**config.mk**
```make
export PLATFORM = sky130hd
export DESIGN_NAME = alu_op_sequencer
export DESIGN_NICKNAME = d
export VERILOG_FILES = /design/src/rtl/opseq_pkg.sv /design/src/rtl/alu_op_sequencer.sv
export SDC_FILE = /design/constraint.sdc
export NUM_CORES = 1
export LEC_CHECK = 0
export BUFFER_PORTS_ARGS = -buffer_cell sky130_fd_sc_hd__buf_2
export CAP_MARGIN = 20
export CORE_ASPECT_RATIO = 2
export CORE_MARGIN = 1.5
export CORE_UTILIZATION = 55
export CTS_CLUSTER_DIAMETER = 100
export CTS_CLUSTER_SIZE = 24
export DETAILED_ROUTE_END_ITERATION = 16
export GPL_TIMING_DRIVEN = 1
export PLACE_DENSITY = 0.8
export SLEW_MARGIN = 5
export SYNTH_ARGS = -nofsm -noshare
export SYNTH_HDL_FRONTEND = slang
export SYNTH_SLANG_ARGS = --single-unit
```
**constraint.sdc**
```tcl
create_clock -name clk -period 2.32 [get_ports clk]
set_input_delay 0.116 -clock clk [delete_from_list [all_inputs] [get_ports clk]]
set_output_delay 0.116 -clock clk [all_outputs]
set_load 0.01 [all_outputs]
```
**src/rtl/opseq_pkg.sv**
```systemverilog
// Shared types, ALU opcodes and flag helpers for the ALU op sequencer.
package opseq_pkg;

   localparam int unsigned DATA_W = 16;
   localparam int unsigned BYTE_W = 8;
   localparam int unsigned OP_W   = 3;
   localparam int unsigned CMD_W  = 3;

   typedef enum logic [CMD_W-1:0] {
      ADD16 = 3'd0,
      SUB16 = 3'd1,
      SHL16 = 3'd2,
      SHR16 = 3'd3,
      XOR16 = 3'd4
   } cmd_e;

   localparam logic [OP_W-1:0] ALU_SUB = 3'b000;
   localparam logic [OP_W-1:0] ALU_XOR = 3'b001;
   localparam logic [OP_W-1:0] ALU_SHL = 3'b010;
   localparam logic [OP_W-1:0] ALU_SHR = 3'b011;
   localparam logic [OP_W-1:0] ALU_ADD = 3'b100;

   typedef enum logic [2:0] {
      IDLE, LO, HI, FIX, SH_HI, SH_LO, RESP
   } state_e;

   // Byte-wise ALU opcode for the arithmetic/logic command families
   function automatic logic [OP_W-1:0] arith_op(input cmd_e cmd);
      case (cmd)
         SUB16:   return ALU_SUB;
         XOR16:   return ALU_XOR;
         default: return ALU_ADD;
      endcase
   endfunction

   // Carry (add) or borrow (sub) out of one byte op; xor never chains
   function automatic logic carry_flag(input cmd_e cmd, input logic [1:0] ovf);
      case (cmd)
         SUB16:   return (ovf != 2'b00);
         XOR16:   return 1'b0;
         default: return ovf[0];
      endcase
   endfunction

endpackage

```
**src/rtl/alu_op_sequencer.sv**
```systemverilog
// Drives an external 8-bit ALU with byte/bit op sequences for 16-bit commands.
// OPSEQ_XOR16_EN enables cmd 100 as XOR16; otherwise it is rejected as illegal.
module alu_op_sequencer
   import opseq_pkg::*;
#(
   parameter int unsigned     SHAMT_BITS = 4,
   parameter logic [OP_W-1:0] IDLE_OP    = 3'b111
) (
   input  logic              clk,
   input  logic              rst_n,
   input  logic              req_valid,
   output logic              req_ready,
   input  logic [CMD_W-1:0]  req_cmd,
   input  logic [DATA_W-1:0] req_a,
   input  logic [DATA_W-1:0] req_b,
   output logic              rsp_valid,
   input  logic              rsp_ready,
   output logic [DATA_W-1:0] rsp_result,
   output logic              rsp_carry,
   output logic              rsp_zero,
   output logic              rsp_err,
   output logic [OP_W-1:0]   alu_op,
   output logic [BYTE_W-1:0] alu_r1,
   output logic [BYTE_W-1:0] alu_r2,
   input  logic [BYTE_W-1:0] alu_out,
   input  logic [1:0]        alu_overflow
);

`ifdef OPSEQ_XOR16_EN
   localparam bit XOR_EN = 1'b1;
`else
   localparam bit XOR_EN = 1'b0;
`endif

   state_e                  state_q, state_nx;
   cmd_e                    cmd_q, cmd_nx;
   logic [BYTE_W-1:0]       a_hi_q, a_hi_nx, b_hi_q, b_hi_nx;
   logic [BYTE_W-1:0]       lo_q, lo_nx, hi_q, hi_nx;
   logic [SHAMT_BITS-1:0]   count_q, count_nx;
   logic                    low_flag_q, low_flag_nx, carry_q, carry_nx, err_q, err_nx;
   logic                    req_ready_nx, rsp_valid_nx, rsp_carry_nx, rsp_zero_nx, rsp_err_nx;
   logic [DATA_W-1:0]       rsp_result_nx;
   logic [OP_W-1:0]         alu_op_nx;
   logic [BYTE_W-1:0]       alu_r1_nx, alu_r2_nx;
   logic                    arith_cmd_c;

   assign arith_cmd_c = (req_cmd == 3'(ADD16)) || (req_cmd == 3'(SUB16)) ||
                        (XOR_EN && (req_cmd == 3'(XOR16)));

   // Next-state and next-output logic; ALU inputs idle unless a state issues an op
   always_comb begin
      state_nx      = state_q;
      cmd_nx        = cmd_q;
      a_hi_nx       = a_hi_q;
      b_hi_nx       = b_hi_q;
      lo_nx         = lo_q;
      hi_nx         = hi_q;
      count_nx      = count_q;
      low_flag_nx   = low_flag_q;
      carry_nx      = carry_q;
      err_nx        = err_q;
      req_ready_nx  = req_ready;
      rsp_valid_nx  = rsp_valid;
      rsp_result_nx = rsp_result;
      rsp_carry_nx  = rsp_carry;
      rsp_zero_nx   = rsp_zero;
      rsp_err_nx    = rsp_err;
      alu_op_nx     = IDLE_OP;
      alu_r1_nx     = '0;
      alu_r2_nx     = '0;
      case (state_q)
         IDLE: begin
            if (req_valid && req_ready) begin
               req_ready_nx = 1'b0;
               cmd_nx       = cmd_e'(req_cmd);
               a_hi_nx      = req_a[15:8];
               b_hi_nx      = req_b[15:8];
               lo_nx        = req_a[7:0];
               hi_nx        = req_a[15:8];
               count_nx     = req_b[SHAMT_BITS-1:0];
               low_flag_nx  = 1'b0;
               carry_nx     = 1'b0;
               err_nx       = 1'b0;
               if (arith_cmd_c) begin
                  state_nx  = LO;
                  alu_op_nx = arith_op(cmd_e'(req_cmd));
                  alu_r1_nx = req_b[7:0];
                  alu_r2_nx = req_a[7:0];
               end else if (req_cmd == 3'(SHL16) || req_cmd == 3'(SHR16)) begin
                  if (req_b[SHAMT_BITS-1:0] == '0) begin
                     state_nx = RESP;
                  end else if (req_cmd == 3'(SHL16)) begin
                     state_nx  = SH_HI;
                     alu_op_nx = ALU_SHL;
                     alu_r1_nx = req_a[7:0];
                     alu_r2_nx = req_a[15:8];
                  end else begin
                     state_nx  = SH_LO;
                     alu_op_nx = ALU_SHR;
                     alu_r1_nx = req_a[15:8];
                     alu_r2_nx = req_a[7:0];
                  end
               end else begin
                  state_nx = RESP;
                  err_nx   = 1'b1;
                  lo_nx    = '0;
                  hi_nx    = '0;
               end
            end
         end
         LO: begin
            lo_nx       = alu_out;
            low_flag_nx = carry_flag(cmd_q, alu_overflow);
            state_nx    = HI;
            alu_op_nx   = arith_op(cmd_q);
            alu_r1_nx   = b_hi_q;
            alu_r2_nx   = a_hi_q;
         end
         HI: begin
            hi_nx    = alu_out;
            carry_nx = carry_flag(cmd_q, alu_overflow);
            if (low_flag_q) begin
               state_nx  = FIX;
               alu_op_nx = arith_op(cmd_q);
               alu_r1_nx = 8'd1;
               alu_r2_nx = alu_out;
            end else begin
               state_nx = RESP;
            end
         end
         FIX: begin
            hi_nx    = alu_out;
            carry_nx = carry_q | carry_flag(cmd_q, alu_overflow);
            state_nx = RESP;
         end
         // SHL pairs run high then low; SHR pairs run low then high
         SH_HI: begin
            hi_nx = alu_out;
            if (cmd_q == SHL16) begin
               state_nx  = SH_LO;
               alu_op_nx = ALU_SHL;
               alu_r2_nx = lo_q;
            end else begin
               count_nx = count_q - SHAMT_BITS'(1);
               if (count_q == SHAMT_BITS'(1)) begin
                  state_nx = RESP;
               end else begin
                  state_nx  = SH_LO;
                  alu_op_nx = ALU_SHR;
                  alu_r1_nx = alu_out;
                  alu_r2_nx = lo_q;
               end
            end
         end
         SH_LO: begin
            lo_nx = alu_out;
            if (cmd_q == SHR16) begin
               state_nx  = SH_HI;
               alu_op_nx = ALU_SHR;
               alu_r2_nx = hi_q;
            end else begin
               count_nx = count_q - SHAMT_BITS'(1);
               if (count_q == SHAMT_BITS'(1)) begin
                  state_nx = RESP;
               end else begin
                  state_nx  = SH_HI;
                  alu_op_nx = ALU_SHL;
                  alu_r1_nx = alu_out;
                  alu_r2_nx = hi_q;
               end
            end
         end
         RESP: begin
            if (!rsp_valid) begin
               rsp_valid_nx  = 1'b1;
               rsp_result_nx = {hi_q, lo_q};
               rsp_carry_nx  = carry_q;
               rsp_zero_nx   = !err_q && ({hi_q, lo_q} == '0);
               rsp_err_nx    = err_q;
            end else if (rsp_ready) begin
               rsp_valid_nx  = 1'b0;
               rsp_result_nx = '0;
               rsp_carry_nx  = 1'b0;
               rsp_zero_nx   = 1'b0;
               rsp_err_nx    = 1'b0;
               req_ready_nx  = 1'b1;
               state_nx      = IDLE;
            end
         end
         default: state_nx = IDLE;
      endcase
   end

   always_ff @(posedge clk or negedge rst_n) begin
      if (!rst_n) begin
         state_q    <= IDLE;
         cmd_q      <= ADD16;
         a_hi_q     <= '0;
         b_hi_q     <= '0;
         lo_q       <= '0;
         hi_q       <= '0;
         count_q    <= '0;
         low_flag_q <= 1'b0;
         carry_q    <= 1'b0;
         err_q      <= 1'b0;
         req_ready  <= 1'b1;
         rsp_valid  <= 1'b0;
         rsp_result <= '0;
         rsp_carry  <= 1'b0;
         rsp_zero   <= 1'b0;
         rsp_err    <= 1'b0;
         alu_op     <= IDLE_OP;
         alu_r1     <= '0;
         alu_r2     <= '0;
      end else begin
         state_q    <= state_nx;
         cmd_q      <= cmd_nx;
         a_hi_q     <= a_hi_nx;
         b_hi_q     <= b_hi_nx;
         lo_q       <= lo_nx;
         hi_q       <= hi_nx;
         count_q    <= count_nx;
         low_flag_q <= low_flag_nx;
         carry_q    <= carry_nx;
         err_q      <= err_nx;
         req_ready  <= req_ready_nx;
         rsp_valid  <= rsp_valid_nx;
         rsp_result <= rsp_result_nx;
         rsp_carry  <= rsp_carry_nx;
         rsp_zero   <= rsp_zero_nx;
         rsp_err    <= rsp_err_nx;
         alu_op     <= alu_op_nx;
         alu_r1     <= alu_r1_nx;
         alu_r2     <= alu_r2_nx;
      end
   end

endmodule

```
[Word level (Yosys, flattened, before mapping)]
Index checks and enable logic that the tools add are counted.
Cells by class
  add/subtract/negate cells: 1
  multipliers: 0
  divide/modulo/power cells: 0
  order comparisons: 0
  equal/unequal tests: 21
  shifts and indexed selects: 0
  muxes and demuxes: 77
  bitwise operators: 1
  reductions and logical operators: 27
Operator list (number)
  $mux W8: 24
  $pmux W8 S5: 2
  $mux W3: 15
  $mux W16: 2
  $pmux W8 S2: 2
  $pmux W3 S7: 1
  $eq A3 B2 Y1 const B: 6
  $logic_not A16 Y1: 1
  $eq A3 B3 Y1 const B: 5
  $mux W1: 15
  $pmux W3 S5: 1
  $mux W4: 3
  $pmux W3 S2: 2
  $pmux W4 S3: 1
  $reduce_and A2 Y1: 6
  $mux W2: 5
  $ne A2 B2 Y1 const B: 5
  $reduce_bool A2 Y1: 5
  $eq A3 B1 Y1 const B: 3
  $reduce_and A4 Y1: 2
  $logic_not A3 Y1: 2
  $pmux W1 S2: 3
  $reduce_bool A3 Y1: 2
  $eq A4 B1 Y1 const B: 1
  other kinds (11): 13
Word-level totals
  register bits: 85
  latch bits: 0
  memory bits (writable): 0
  memory bits (read-only): 0
  input bits: 49
  output and inout bits: 40
  word-level logic and storage cells: 146
  memories kept: 0

[Depth between registers and ports, before layout]
  word-level depth: 7
  mapped depth: 8
  depth with buffers taken out: 6

[Worst setup path after synthesis]
Ideal clock, no wire load.
  kind: register to register
  from: register state_q[1]
  to: register lo_q[0]
  library setup time: 0.126 ns
  data arrival time: 1.708 ns
  data required time: 2.194 ns
  slack: 0.486 ns
  cell stages (with the launch flop): 9
  buffers on the path: 4
  clock period less this slack: 1.834 ns
  path through: dfrtp_1 buf_6 or3_1 buf_6 or2_1 buf_6 buf_6 a221oi_1 nor2_1
Between the ends
  longest elaborated chain between the ends: 4
  elaborated cells on any way between the ends: 8
  classes of those cells: eq/ne: 3; mux: 1; reduce/logical: 4
RTL lines
  from (decl): line alu_op_sequencer.sv:35  | state_e state_q, state_nx;
  from (signal assigned): line alu_op_sequencer.sv:216  | state_q <= state_nx;
  $eq A3 B3 Y1 / $eq A3 B1 Y1 (equally long branches): line alu_op_sequencer.sv:71  | case (state_q)
  $reduce_or A2 Y1 (no line)
  $reduce_bool A2 Y1 (no line)
  $reduce_and A2 Y1 (no line)
  to (signal assigned): line alu_op_sequencer.sv:220  | lo_q <= lo_nx;
  to (decl): line alu_op_sequencer.sv:38  | logic [BYTE_W-1:0] lo_q, lo_nx, hi_q, hi_nx;
Several ways; a longest one is shown, not always the timed one.
A chain may end at the register's enable or synchronous reset.

[Final worst setup path]
  from: register state_q[2]
  to: register alu_r2[0]
Between the ends
  longest elaborated chain between the ends: 2
  elaborated cells on any way between the ends: 6
  classes of those cells: eq/ne: 4; mux: 1; reduce/logical: 1
RTL lines
  $eq A3 B3 Y1 (tied with other cells): line alu_op_sequencer.sv:71
  $pmux W8 S5 *: line alu_op_sequencer.sv:71
  net alu_r2_nx[0]: line alu_op_sequencer.sv:44  | logic [BYTE_W-1:0] alu_r1_nx, alu_r2_nx;
  to (signal assigned): line alu_op_sequencer.sv:234  | alu_r2 <= alu_r2_nx;
  to (decl): line alu_op_sequencer.sv:24  | output logic [BYTE_W-1:0] alu_r2,
Mark *: on every way through the listed nets, which the timed path passes. The rest lies on a longest branch.

==> impl_results.md <==
* Largest net degree at the start of global routing at 45
* Vias at 4399
* N_diodes at 0
* Root Driver: clkbuf_16
* Worst Clk Skew at 0.00561 ns
* CP cell instances: or3_1 > buf_4 > nor4_4 > a22o_1 > a211o_1
* Die area at 8610 um^2
* Number of global-route vias before repair at 4357
* Clk_lat worst skew at 0.34 ns
* Yosys warns at 0
* Fillers at 593
* Setup Fix Bufs, Post-CTS at 0
* Slew HR at 59.0%
* Post-Synth XOR/XNOR Area at 0.396%
* Num CTS Buffers at 9
* Fin area at 5350 um^2
* # DRC at 0
* Largest stage delay, worst path at 0.48 ns
* Post-Route WL at 15600 um
* CTS tree: yes
* DR pass1 iterations at 5
* Worst hold margin at -0.00000822 ns
* Power Density at 1380 nW/um^2
* Final Critical Period at 2.01 ns
* GRT Util Overall at 38.1%
* Area growth, synth to finish at 21.0%
* Boundary pin count at 89
* Setup TNS at 0 ns
* CTS max path bufs at 2
* Die Y-Extent at 130 um
* Syn_nets at 514
* Post-Synth Adder-Cell Area at 0.566%
* Hpwl dp at 11000 um
* CP required at 2.60 ns
* Synth Register Bits at 85
* DR WL met2 at 8020 um
* Clock Power Share at 19.6%
* Overall power at 7.36 mW
* Post-CTS Hold Buffers at 8
* Die W at 66.4 um
* WL per Instance at 23.8 um
* Critical path class: reg -> reg
* CP max FO at 16
* Net Sw Power at 3.07 mW
* Logic pwr share at 43.0%
* Slowest cell on crit path: nor4_4
* GPL Wtd Cong at 1.02
* Synth async-reset ratio at 100%
* CTS resizes at 0
* Core area at 7890 um^2
* Post-synthesis simple-gate area fraction at 16.4%
* EDFF count, synth at 0
* Mapped Area at 4420 um^2
* Seq pwr share at 37.4%
* Status: finished, violations left
* First-pass GRT wire length at 23600 um
* Max-slew violations at 0
* Worst Setup End Kind: flip-flop
* Delay-heaviest family, CP: simple AND/OR/NAND/NOR gates
* Max Clk Rate at 497 MHz
* Seq/Total Area, Yosys at 48.2%
* Initial antenna violation count at 0
* Synthesized instance count at 463
* Placed Area at 4970 um^2
* Top FF cell, synth: dfrtp_1
* Nets at 606
* Final setup viols at 0
* Critical path launch point type: flip-flop
* P_leak at 2.55 nW
* Fin crit share at 86.8%
* Drt first-iter violations at 518
* Worst-margin pin slew at 0.613 ns
* Post-synthesis compound-gate area fraction at 26.3%
* Largest family of logic cells by synthesized area: compound AO/OA/AOI/OAI gates
* Hold violation count in the final report at 1
* Worst Path Buf+Inv at 1
* Sw Share at 41.8%
* Buffers on Ports at 88
* Distinct cell type count after synthesis at 63
* Top Layer Used: met4
* Met1 Routed Length at 5090 um
* Final core occ at 67.8%
* Max Cap Violations at 0
* Layout cells sized above 1 at 25.0%
* WP data arrival at 2.29 ns
* Antenna viol nets, final at 0
* Syn avg cell area at 9.54 um^2
* Unrepaired setup endpoints after global routing: false
* Mux share of post-synthesis cell area at 2.49%
* Worst IR Drop VDD at 0.730 mV
* Failing checks: hold timing
* Total grt overflow at 0
* Pint at 4.28 mW
* Met3 wire length at 1080 um
* Clock-pin slew on the worst setup and hold paths at 0.06 ns
* Vias per cell at 6.71
* Htree depth at 3
* Starting Density at 56.0%
* Worst min path class: in -> reg
* Clk sinks at 85
* Std cell rows at 46
cells in the mapped netlist, types with 7 or more instances:
cell type  number  share of area [%]
a22oi_1         8                1.4
nand2_1        61                5.2
nor2_1         24                2.0
a211o_1         9                1.8
dfrtp_1        81                 46
a32oi_1         7                1.4
nand3_1        12                1.4
clkbuf_1       22                1.9
o21ai_0        35                4.0
nor3_1         13                1.5
nor4_1         12                1.7
inv_1          17                1.4
a22o_1         26                5.2
o22ai_1         9                1.3
mux2i_1        11                2.5
a21oi_1        25                2.8
power by group through the flow:
| stage | clock (mW) | combinational, mW | sequential, mW |
|---|---|---|---|
| 2_1_floorplan | 0 | 1.96 | 2.65 |
| 3_3_place_gp | 0 | 2.98 | 2.71 |
| 3_5_place_dp | 0 | 3.07 | 2.74 |
| 4_1_cts | 1.44 | 3.11 | 2.72 |
| 5_1_grt | 1.52 | 3.44 | 2.80 |
| 6_report | 1.44 | 3.16 | 2.75 |
placed cells by master, fill, tap and decap left out, types with 7 or more instances in the layout:
cell type,n
o21ai_0,35
buf_2,87
inv_1,17
a21oi_1,25
nor4_1,12
a22o_1,26
a32oi_1,7
o22ai_1,9
clkbuf_16,9
nor2_1,24
dfrtp_1,81
nor3_1,13
dlygate4sd3_1,8
nand2_1,61
nand3_1,12
buf_4,21
a211o_1,9
mux2i_1,11
a22oi_1,8
tightest hold or removal path: cells and delay by family:
kind | cells | cell delay, ns
and+or+nand+nor | 2 | 0.12
buffers and inverters | 1 | 0.07
kinds of logic (layout without fill, tap and decap cells):
| family | Yosys count | in the layout |
|---|---|---|
| mux | 11 | 11 |
| compound gates | 162 | 162 |
| buf+inv | 55 | 152 |
| xor+xnor | 2 | 2 |
| fa+ha+maj | 2 | 2 |
| simple gates | 146 | 146 |
| flops | 85 | 85 |
final cells by class:
class                      count  area [um^2]  area share (%)
multi-input combinational    323         2040            38.1
clock buffer                  12          246            4.61
tap                           96          120            2.25
inverter                      19         71.3            1.33
sequential                    85         2130            39.9
timing repair buffer         117          693            13.0
clock inverter                 4         47.5           0.889
flip-flops by register name, summed over array words and instances (netlist names):
signal      count
hi_q            8
rsp_carry       1
alu_r2          8
rsp_err         1
lo_q            8
req_ready       1
cmd_q           3
b_hi_q          8
low_flag_q      1
rsp_valid       1
a_hi_q          8
err_q           1
rsp_zero        1
count_q         4
rsp_result     16
alu_r1          8
alu_op          3
carry_q         1
state_q         3
final timing paths:
kind / from / end / slack, ns / depth (start not counted)
worst max-delay path: state_q[2] / alu_r2[0] / 0.31 / 5
worst min register to register: b_hi_q[4] / b_hi_q[4] / 0.48 / 2
worst max register to register: state_q[2] / alu_r2[0] / 0.31 / 5
min in group asynchronous: rst_n / rsp_valid / 0.32 / 2
max in group asynchronous: rst_n / alu_op[0] / 1.30 / 3
worst min-delay path: req_b[11] / b_hi_q[3] / -0.000008 / 3
routing by layer:
metal,vias up,global-route usage [%]
met1,2113,42.6
li1,1899,-
met3,97,6.90
met4,0,30.5
met2,290,62.2
met5,-,0
stage by stage:
| stage | worst slack (ns) | std cells | hold slack (ns) |
|---|---|---|---|
| after CTS | 0.330 | 656 | 0.00255 |
| after global placement | 0.447 | 632 | 0.138 |
| final | 0.307 | 656 | -0.00000822 |
| after global routing | 0.222 | 656 | 0.0133 |
| after detailed placement | 0.413 | 632 | 0.147 |
| after floorplan | 0.486 | 463 | -0.180 |
Note: power is estimated with default switching activity, not from simulation.
